**config.mk**
```make
export PLATFORM = sky130hd
export DESIGN_NAME = fetch_unit
export DESIGN_NICKNAME = d
export VERILOG_FILES = /design/src/rtl/fetch_unit.sv
export SDC_FILE = /design/constraint.sdc
export NUM_CORES = 1
export LEC_CHECK = 0
export BUFFER_PORTS_ARGS = -buffer_cell sky130_fd_sc_hd__buf_2
export CORE_MARGIN = 2
export CORE_UTILIZATION = 30
export DETAILED_ROUTE_END_ITERATION = 8
export GPL_ROUTABILITY_DRIVEN = 0
export GPL_TIMING_DRIVEN = 1
export PLACE_DENSITY_LB_ADDON = 0.15
export SYNTH_ARGS = -nofsm -noshare
export SYNTH_HDL_FRONTEND = slang
export SYNTH_SLANG_ARGS = --single-unit
```
**constraint.sdc**
```tcl
create_clock -name clk -period 5 [get_ports clk]
set_input_delay 1 -clock clk [delete_from_list [all_inputs] [get_ports clk]]
set_output_delay 1 -clock clk [all_outputs]
set_load 0.01 [all_outputs]
```
**src/rtl/fetch_unit.sv**
```systemverilog
// Instruction fetch stage: PC, in-order imem request/response handling, instruction FIFO to decode.
// Optional FETCH_MISALIGN_EN macro: misaligned redirects trap into a FAULT state instead of being aligned.
module fetch_unit #(
  parameter logic [31:0] RESET_PC = 32'h0000_0000,
  parameter int          DEPTH    = 2,
  parameter logic [31:0] NOP_INST = 32'h0000_0013
) (
  input  logic        clk,
  input  logic        rst,
  output logic        imem_req_o,
  output logic [31:0] imem_addr_o,
  input  logic        imem_gnt_i,
  input  logic        imem_rvalid_i,
  input  logic [31:0] imem_rdata_i,
  input  logic        redirect_valid_i,
  input  logic [31:0] redirect_pc_i,
  input  logic        id_ready_i,
  output logic        id_valid_o,
  output logic [31:0] id_inst_o,
  output logic [31:0] id_pc_o,
  output logic [31:0] id_pc_plus4_o,
  output logic        fetch_fault_o
);
  localparam int CW = $clog2(DEPTH) + 1;
  localparam int PW = (DEPTH > 1) ? $clog2(DEPTH) : 1;

  typedef enum logic [1:0] {IDLE, RUN, FAULT} state_t;

  state_t        state_q, state_d;
  logic [31:0]   fetch_pc_q, fetch_pc_d;
  logic [CW-1:0] outst_q, outst_d, kill_q, kill_d, count_q, count_d;
  logic [PW-1:0] wr_ptr_q, wr_ptr_d, rd_ptr_q, rd_ptr_d;
  logic [PW-1:0] pcq_wr_q, pcq_wr_d, pcq_rd_q, pcq_rd_d;
  logic [31:0]   inst_mem_q [DEPTH];
  logic [31:0]   pc_mem_q   [DEPTH];
  logic [31:0]   pcq_mem_q  [DEPTH];
  logic          grant, push, pop, misalign;
  logic [31:0]   redirect_tgt;
  logic [CW:0]   credit_used;

  function automatic logic [PW-1:0] ptr_inc(input logic [PW-1:0] p);
    return (p == PW'(DEPTH - 1)) ? '0 : p + PW'(1);
  endfunction

`ifdef FETCH_MISALIGN_EN
  assign redirect_tgt = redirect_pc_i;
  assign misalign     = redirect_valid_i && (redirect_pc_i[1:0] != 2'b00);
  assign fetch_fault_o = (state_q == FAULT);
`else
  assign redirect_tgt  = redirect_pc_i & 32'hFFFF_FFFC;
  assign misalign      = 1'b0;
  assign fetch_fault_o = 1'b0;
`endif

  assign imem_addr_o   = fetch_pc_q;
  assign id_valid_o    = (count_q != '0);
  assign id_inst_o     = id_valid_o ? inst_mem_q[rd_ptr_q] : NOP_INST;
  assign id_pc_o       = id_valid_o ? pc_mem_q[rd_ptr_q] : 32'h0;
  assign id_pc_plus4_o = id_valid_o ? pc_mem_q[rd_ptr_q] + 32'd4 : 32'h0;

  always_comb begin
    state_d     = state_q;
    fetch_pc_d  = fetch_pc_q;
    kill_d      = kill_q;
    wr_ptr_d    = wr_ptr_q;
    rd_ptr_d    = rd_ptr_q;
    pcq_wr_d    = pcq_wr_q;
    pcq_rd_d    = pcq_rd_q;
    imem_req_o  = 1'b0;
    credit_used = {1'b0, outst_q} + {1'b0, count_q};

    case (state_q)
      IDLE:    state_d = RUN;
      RUN:     imem_req_o = !redirect_valid_i && (credit_used < (CW+1)'(DEPTH));
      FAULT:   imem_req_o = 1'b0;
      default: state_d = IDLE;
    endcase

    grant = imem_req_o && imem_gnt_i;
    push  = imem_rvalid_i && (kill_q == '0) && !redirect_valid_i;
    pop   = id_valid_o && id_ready_i && !redirect_valid_i;

    if (grant) begin
      fetch_pc_d = fetch_pc_q + 32'd4;
      pcq_wr_d   = ptr_inc(pcq_wr_q);
    end
    // Every response retires one PC-queue slot, killed or not, so the queue stays aligned
    if (imem_rvalid_i) pcq_rd_d = ptr_inc(pcq_rd_q);
    if (imem_rvalid_i && (kill_q != '0)) kill_d = kill_q - CW'(1);
    if (push) wr_ptr_d = ptr_inc(wr_ptr_q);
    if (pop)  rd_ptr_d = ptr_inc(rd_ptr_q);

    outst_d = outst_q + CW'(grant) - CW'(imem_rvalid_i);
    count_d = count_q + CW'(push) - CW'(pop);

    if (redirect_valid_i) begin
      fetch_pc_d = redirect_tgt;
      kill_d     = outst_d;
      count_d    = '0;
      wr_ptr_d   = '0;
      rd_ptr_d   = '0;
      if (misalign)              state_d = FAULT;
      else if (state_q == FAULT) state_d = RUN;
    end
  end

  always_ff @(posedge clk or posedge rst) begin
    if (rst) begin
      state_q    <= IDLE;
      fetch_pc_q <= RESET_PC;
      outst_q    <= '0;
      kill_q     <= '0;
      count_q    <= '0;
      wr_ptr_q   <= '0;
      rd_ptr_q   <= '0;
      pcq_wr_q   <= '0;
      pcq_rd_q   <= '0;
    end else begin
      state_q    <= state_d;
      fetch_pc_q <= fetch_pc_d;
      outst_q    <= outst_d;
      kill_q     <= kill_d;
      count_q    <= count_d;
      wr_ptr_q   <= wr_ptr_d;
      rd_ptr_q   <= rd_ptr_d;
      pcq_wr_q   <= pcq_wr_d;
      pcq_rd_q   <= pcq_rd_d;
    end
  end

  for (genvar gi = 0; gi < DEPTH; gi++) begin : g_entry
    always_ff @(posedge clk) begin
      if (grant && (pcq_wr_q == PW'(gi))) pcq_mem_q[gi] <= fetch_pc_q;
      if (push && (wr_ptr_q == PW'(gi))) begin
        inst_mem_q[gi] <= imem_rdata_i;
        pc_mem_q[gi]   <= pcq_mem_q[pcq_rd_q];
      end
    end
  end
endmodule

```
# Word level (Yosys, flattened, before mapping)
# Memory sizes are Yosys's and may differ from the RTL's.
# Index checks and enable logic that the tools add are counted.
[classes]
n_addsub = 12
order_cmp = 1
reduce_logical = 24
bitwise_logic = 2
n_eq_ne = 2
n_mux = 37
[op_table]
columns = ["cell", "count"]
rows = [
  ["32-bit two-way mux", 8],
  ["32-bit OR reduction", 3],
  ["32-bit by 3-bit adder with 32-bit output (second input constant)", 2],
  ["1-bit two-way mux", 23],
  ["2-bit nonzero test", 6],
  ["1-bit logical AND", 11],
  ["2-bit two-way mux", 5],
  ["1-bit adder (second input constant)", 4],
  ["2-bit by 1-bit adder with 2-bit output", 2],
  ["2-bit zero test", 2],
  ["2-bit case mux with 2 select lines", 1],
  ["2-bit by 1-bit subtractor with 2-bit output", 2],
  ["2-bit by 2-bit adder with 3-bit output", 1],
  ["3-bit by 2-bit less-than comparator with 1-bit output (second input constant)", 1],
  ["2-bit by 1-bit == test with 1-bit output (second input constant)", 1],
  ["2-bit == test (second input constant)", 1],
  ["1-bit NOT", 2],
  ["2-bit OR reduction", 1],
  ["2-bit by 1-bit subtractor with 2-bit output (second input constant)", 1],
  ["1-bit zero test", 1],
]
[totals]
register_bits = 44
memories = 3
elab_cells = 90
output_inout_bits = 131
inputBits = 70
ram_bits = 192
[mem_list]
columns = ["memory", "depth", "width", "read_ports", "rd_clocked_by_memory_dff", "wr", "line", "source"]
rows = [
  ["inst_mem_q", 2, 32, 1, 0, 1, "34", "logic [31:0] inst_mem_q [DEPTH];"],
  ["pc_mem_q", 2, 32, 1, 0, 1, "35", "logic [31:0] pc_mem_q [DEPTH];"],
  ["pcq_mem_q", 2, 32, 1, 0, 1, "36", "logic [31:0] pcq_mem_q [DEPTH];"],
]

# Depth between registers and ports, before layout
[logic_depth]
depth_word = 10
ltp_mapped = 13
depth_no_buf = 12

# Worst setup path before layout
# Ideal clock, no wire load.
[synth_timing]
kind = "input to register"
startpoint = "input port redirect_valid_i"
endpoint = "memory inst_mem_q[0][0] (enable)"
required_time_ps = 4518
setup_ps = 482
n_path_buf = 1
path_slack_ps = 473
arrival_ps = 4045
stages = 4
path_cell_list = "clkbuf_1 > clkinv_1 > nand3_1 > nor2_1"
[synth_via]
elab_chain_len = 7
elab_cells_between_ends = 11
cone_classes = "mux: 6; reduce/logical: 5"
[synth_lines]
columns = ["item", "line", "source"]
rows = [
  ["start, declared", "15", "input logic redirect_valid_i,"],
  ["1-bit zero test *", "80", "push = imem_rvalid_i && (kill_q == '0) && !redirect_valid_i;"],
  ["1-bit logical AND *", "80", ""],
  ["1-bit logical AND", "134", "if (push && (wr_ptr_q == PW'(gi))) begin"],
  ["1-bit two-way mux", "134", ""],
  ["1-bit two-way mux (implied by the code)", "135", "inst_mem_q[gi] <= imem_rdata_i;"],
  ["32-bit OR reduction (no source line)", "n/a", ""],
  ["1-bit two-way mux (no source line)", "n/a", ""],
  ["end, declared", "34", ""],
]
# Every way passes the cells marked *; elsewhere a longest branch is shown, timed or not.

# Worst setup path after layout
[layout_timing]
startpoint = "register rd_ptr_q"
endpoint = "output port id_pc_plus4_o[29]"
[layout_via]
elab_chain_len = 3
[layout_lines]
columns = ["item", "line", "source"]
rows = [
  ["start, declared", "32", "logic [PW-1:0] wr_ptr_q, wr_ptr_d, rd_ptr_q, rd_ptr_d;"],
  ["start signal, assigned", "125", "rd_ptr_q <= rd_ptr_d;"],
  ["memory read 2 x 32 bit", "n/a", ""],
  ["32-bit by 3-bit adder with 32-bit output", "59", "assign id_pc_plus4_o = id_valid_o ? pc_mem_q[rd_ptr_q] + 32'd4 : 32'h0;"],
  ["32-bit two-way mux", "59", ""],
  ["end, declared", "21", "output logic [31:0] id_pc_plus4_o,"],
]
# No other way between the ends.

==> metrics.csv <==
stage,metric,value,unit
worst_setup_path,CP Data Required Time,4.00,ns
power,Clk pwr share,0.319,
worst_hold_path,Hold Path Class,flip-flop to flip-flop,
detailed_routing,drt first pass iters,5,
synthesis,post-synth top area cell,edfxtp_1,
detailed_routing,initial DRC count,392,
clocking,CTS Buf Count,26,
layout,NumNets Final,1060,
run,# Max-Cap Violations,0,
clocking,Worst-Skew Late Latency,0.52,ns
layout,layout cells sized above 1,0.295,
sta,Slew HR,0.401,
global_routing,pin count of the biggest net entering global routing,68,
synthesis,xor/xnor cell area share of the yosys netlist,0.0197,
detailed_routing,wire per inst,17.4,um
power,PwrDens,482,nW/um2
synthesis,Synth Instances,784,
synthesis,Synth area leaders,"edfxtp_1 (54%), dfrtp_1 (10%), mux2i_1 (5.1%)",
sta,f_max,230,MHz
sta,Tcrit/Tclk final,0.869,
worst_setup_path,CP Class,flip-flop to primary output,
die,starting density of the core,0.305,
layout,antenna cell count,0,
global_routing,first-pass GRT wire length,38.7,mm
detailed_routing,via count,6963,
worst_setup_path,CP arrival,3.35,ns
clocking,Longest Clk Path Bufs,3,
synthesis,post-synthesis simple-gate area fraction,0.122,
sta,RSZ-0062 raised after global routing,false,
detailed_routing,Remaining DRCs,0,
synthesis,Synth cell types,66,
clocking,Clock Sink Count,226,
worst_setup_path,Startpoint Class,flip-flop,
die,site row count,67,
synthesis,"EDFF count, synth",184,
synthesis,"flops & latches, synth",226,
die,Chip Height,189,um
power,Sw Share,0.309,
worst_setup_path,Crit Path Max Fanout,31,
die,full die area,35500,um2
power,sw power,1.88,mW
synthesis,synthesized area per cell,13.0,um2
die,Placeable Area,33500,um2
clocking,hold-fix buffers at CTS,0,
detailed_routing,final wirelength,25.2,mm
sta,Worst-Margin Slew,0.899,ns
power,leak pwr,4.71,nW
power,Logic pwr share,0.261,
sta,Final Hold Fails,0,
sta,Fin Setup TNS,0,ns
synthesis,sequential cell area fraction in the yosys report,0.644,
die,IO Count,201,
clocking,clock root cell,clkbuf_16,
detailed_routing,number of vias per cell,4.80,
sta,Fin Clk Skew,0.00784,ns
power,Pint,4.19,mW
outcome,status,"complete, no violations",
layout,Filler cells,3321,
sta,endpoints failing setup,0,
power,Final Total Pwr,6.07,mW
synthesis,Yosys top cell area share,0.541,
synthesis,largest family of logic cells by synthesized area,simple AND/OR/NAND/NOR gates,
placed_design,Port Buffer Count,191,
sta,Final Max Tran Viols,0,
clocking,CTS tree,done,
clocking,Worst-path clk slew,0.06,ns
synthesis,synthesized area,10200,um2
synthesis,"Primary FF master, synth",edfxtp_1,
power,Seq pwr share,0.420,
clocking,PostCTS Resize Cnt,0,
global_routing,GRT Util Overall,0.139,
detailed_routing,final antenna-violating net count,0,
global_routing,vias in the first global route,6653,
clocking,htree depth,1,
clocking,post-CTS setup buffers,0,
global_routing,total gr overflow,0,
power,Max VDD drop,0.218,mV
sta,Period minus WS final,4.35,ns
placed_design,post-DP HPWL,16.9,mm
synthesis,Ys Warns,0,
synthesis,Compound-Gate Fraction of Synth Area,0.0850,
global_routing,initial antenna violation count,0,
synthesis,"Async S/R FF share, synth",0.186,
synthesis,mux share of post-synthesis cell area,0.0917,
die,Die W,189,um
layout,Layout Area Growth over Synthesis,23.1,%
synthesis,Post-Synth Adder-Cell Area,0.0105,
worst_setup_path,CP endpoint kind,primary output,
[through the flow]
step	utilization	worst slack, ns	hold WS [ns]	instance area [um2]	std cells
2_1_floorplan	-	0.473	0.416	10200	790
3_3_place_gp	0.349	1.15	0.434	11700	1402
3_5_place_dp	0.349	1.19	0.443	11700	1402
4_1_cts	0.375	0.612	0.456	12600	1450
5_1_grt	0.375	0.445	0.500	12600	1450
6_report	0.375	0.654	0.455	12600	1450
[layout make-up]
type                            instances  area (um2)  area share
Sequential cell                       226        6580       0.523
Multi-Input combinational cell        507        3420       0.272
Clock buffer                           33         718      0.0571
Timing Repair Buffer                  209        1090      0.0867
Inverter                               12        45.0     0.00358
Tap cell                              448         561      0.0446
Clock inverter                         15         166      0.0132
[power groups by stage]
stage	combinational [mW]	clock, mW	sequential (mW)
after floorplan	1.03	0	2.54
after global placement	1.60	0	2.58
after detailed placement	1.61	0	2.59
after CTS	1.62	2.00	2.55
after global routing	1.75	2.06	2.58
final	1.58	1.94	2.55
[final timing paths]
kind | start | slack, ns | cells past startpoint | end
min in group asynchronous | rst | 0.61 | 3 | imem_addr_o[16]
max | rd_ptr_q | 0.65 | 7 | id_pc_plus4_o[29]
min reg2reg | state_q[0] | 0.46 | 1 | state_q[1]
min | state_q[0] | 0.46 | 1 | state_q[1]
max in group asynchronous | rst | 3.91 | 3 | rd_ptr_q
max reg2reg | count_q[0] | 1.60 | 9 | pcq_mem_q[0][26]
[flip-flops by register name, summed over array words and instances, names as in the netlist]
name,flops
pcq_wr_q,1
rd_ptr_q,1
inst_mem_q,64
wr_ptr_q,1
outst_q,2
pcq_rd_q,1
count_q,2
pcq_mem_q,60
kill_q,2
pc_mem_q,60
state_q,2
imem_addr_o,30
[layout by cell type, fill, tap and decap left out, types with 6 or more instances in the layout]
master     synthesis  layout
a21oi_1           14      14
a221o_1            6       6
a31oi_1            8       8
a32oi_1            8       8
and2_1            13      13
buf_2              9     191
buf_4              7      18
clkbuf_16          0      27
clkinv_1           2      10
conb_1             1       7
dfrtp_1           42      41
edfxtp_1         184     184
ha_1               7       7
inv_1             10       9
mux2_2            36      36
mux2i_1           52      52
nand2_1           63      63
nand3_1           26      26
nand4_1           10      10
nor2_1            92      88
nor2b_1            9       9
o211ai_1           9       9
o21ai_0           32      32
o311ai_0           9       9
o31ai_1           13      13
o41ai_1            6       6
or3_1              6       6
xnor2_1           14      14
xor2_1             9       9
[cell usage after synthesis, drive strengths merged (5+ instances only)]
cell	number
dfrtp	42
nor2	92
a32oi	8
nor4	7
mux2i	52
buf	24
o21ai	33
nand4	11
xor2	9
nand3	27
nand3b	5
nand2	63
a21oi	14
nor2b	9
mux2	37
clkbuf	21
ha	7
or3	6
and2	14
edfxtp	184
o211ai	9
o41ai	6
inv	10
o311ai	9
a31oi	8
a221o	6
o31ai	13
xnor2	14
[layer usage]
| metal | routed length [um] | vias to the layer above | share of wire | GRT usage |
|---|---|---|---|---|
| met3 | 1460 | 37 | 0.058 | 0.0225 |
| met4 | 515 | 0 | 0.020 | 0.0322 |
| li1 | - | 3354 | - | - |
| met5 | 0 | - | 0 | 0 |
| met1 | 12600 | 3332 | 0.50 | 0.212 |
| met2 | 10600 | 240 | 0.42 | 0.205 |
[cells by family after synthesis]
family,count (synthesis)
simple gates,256
flops,226
compound gates,124
mux,89
buf+inv,57
xor+xnor,23
fa+ha+maj,8
other cells,1
[worst max-delay path, stage by stage (launching register included)]
cell and delay [ns]:
dfrtp_4 0.63, nand3b_1 0.29, a222oi_1 0.39, buf_4 0.21, nand4_2 0.38, nor4_2 0.43, mux2_1 0.34, buf_2 0.14
(Power assumes the default switching activity.)
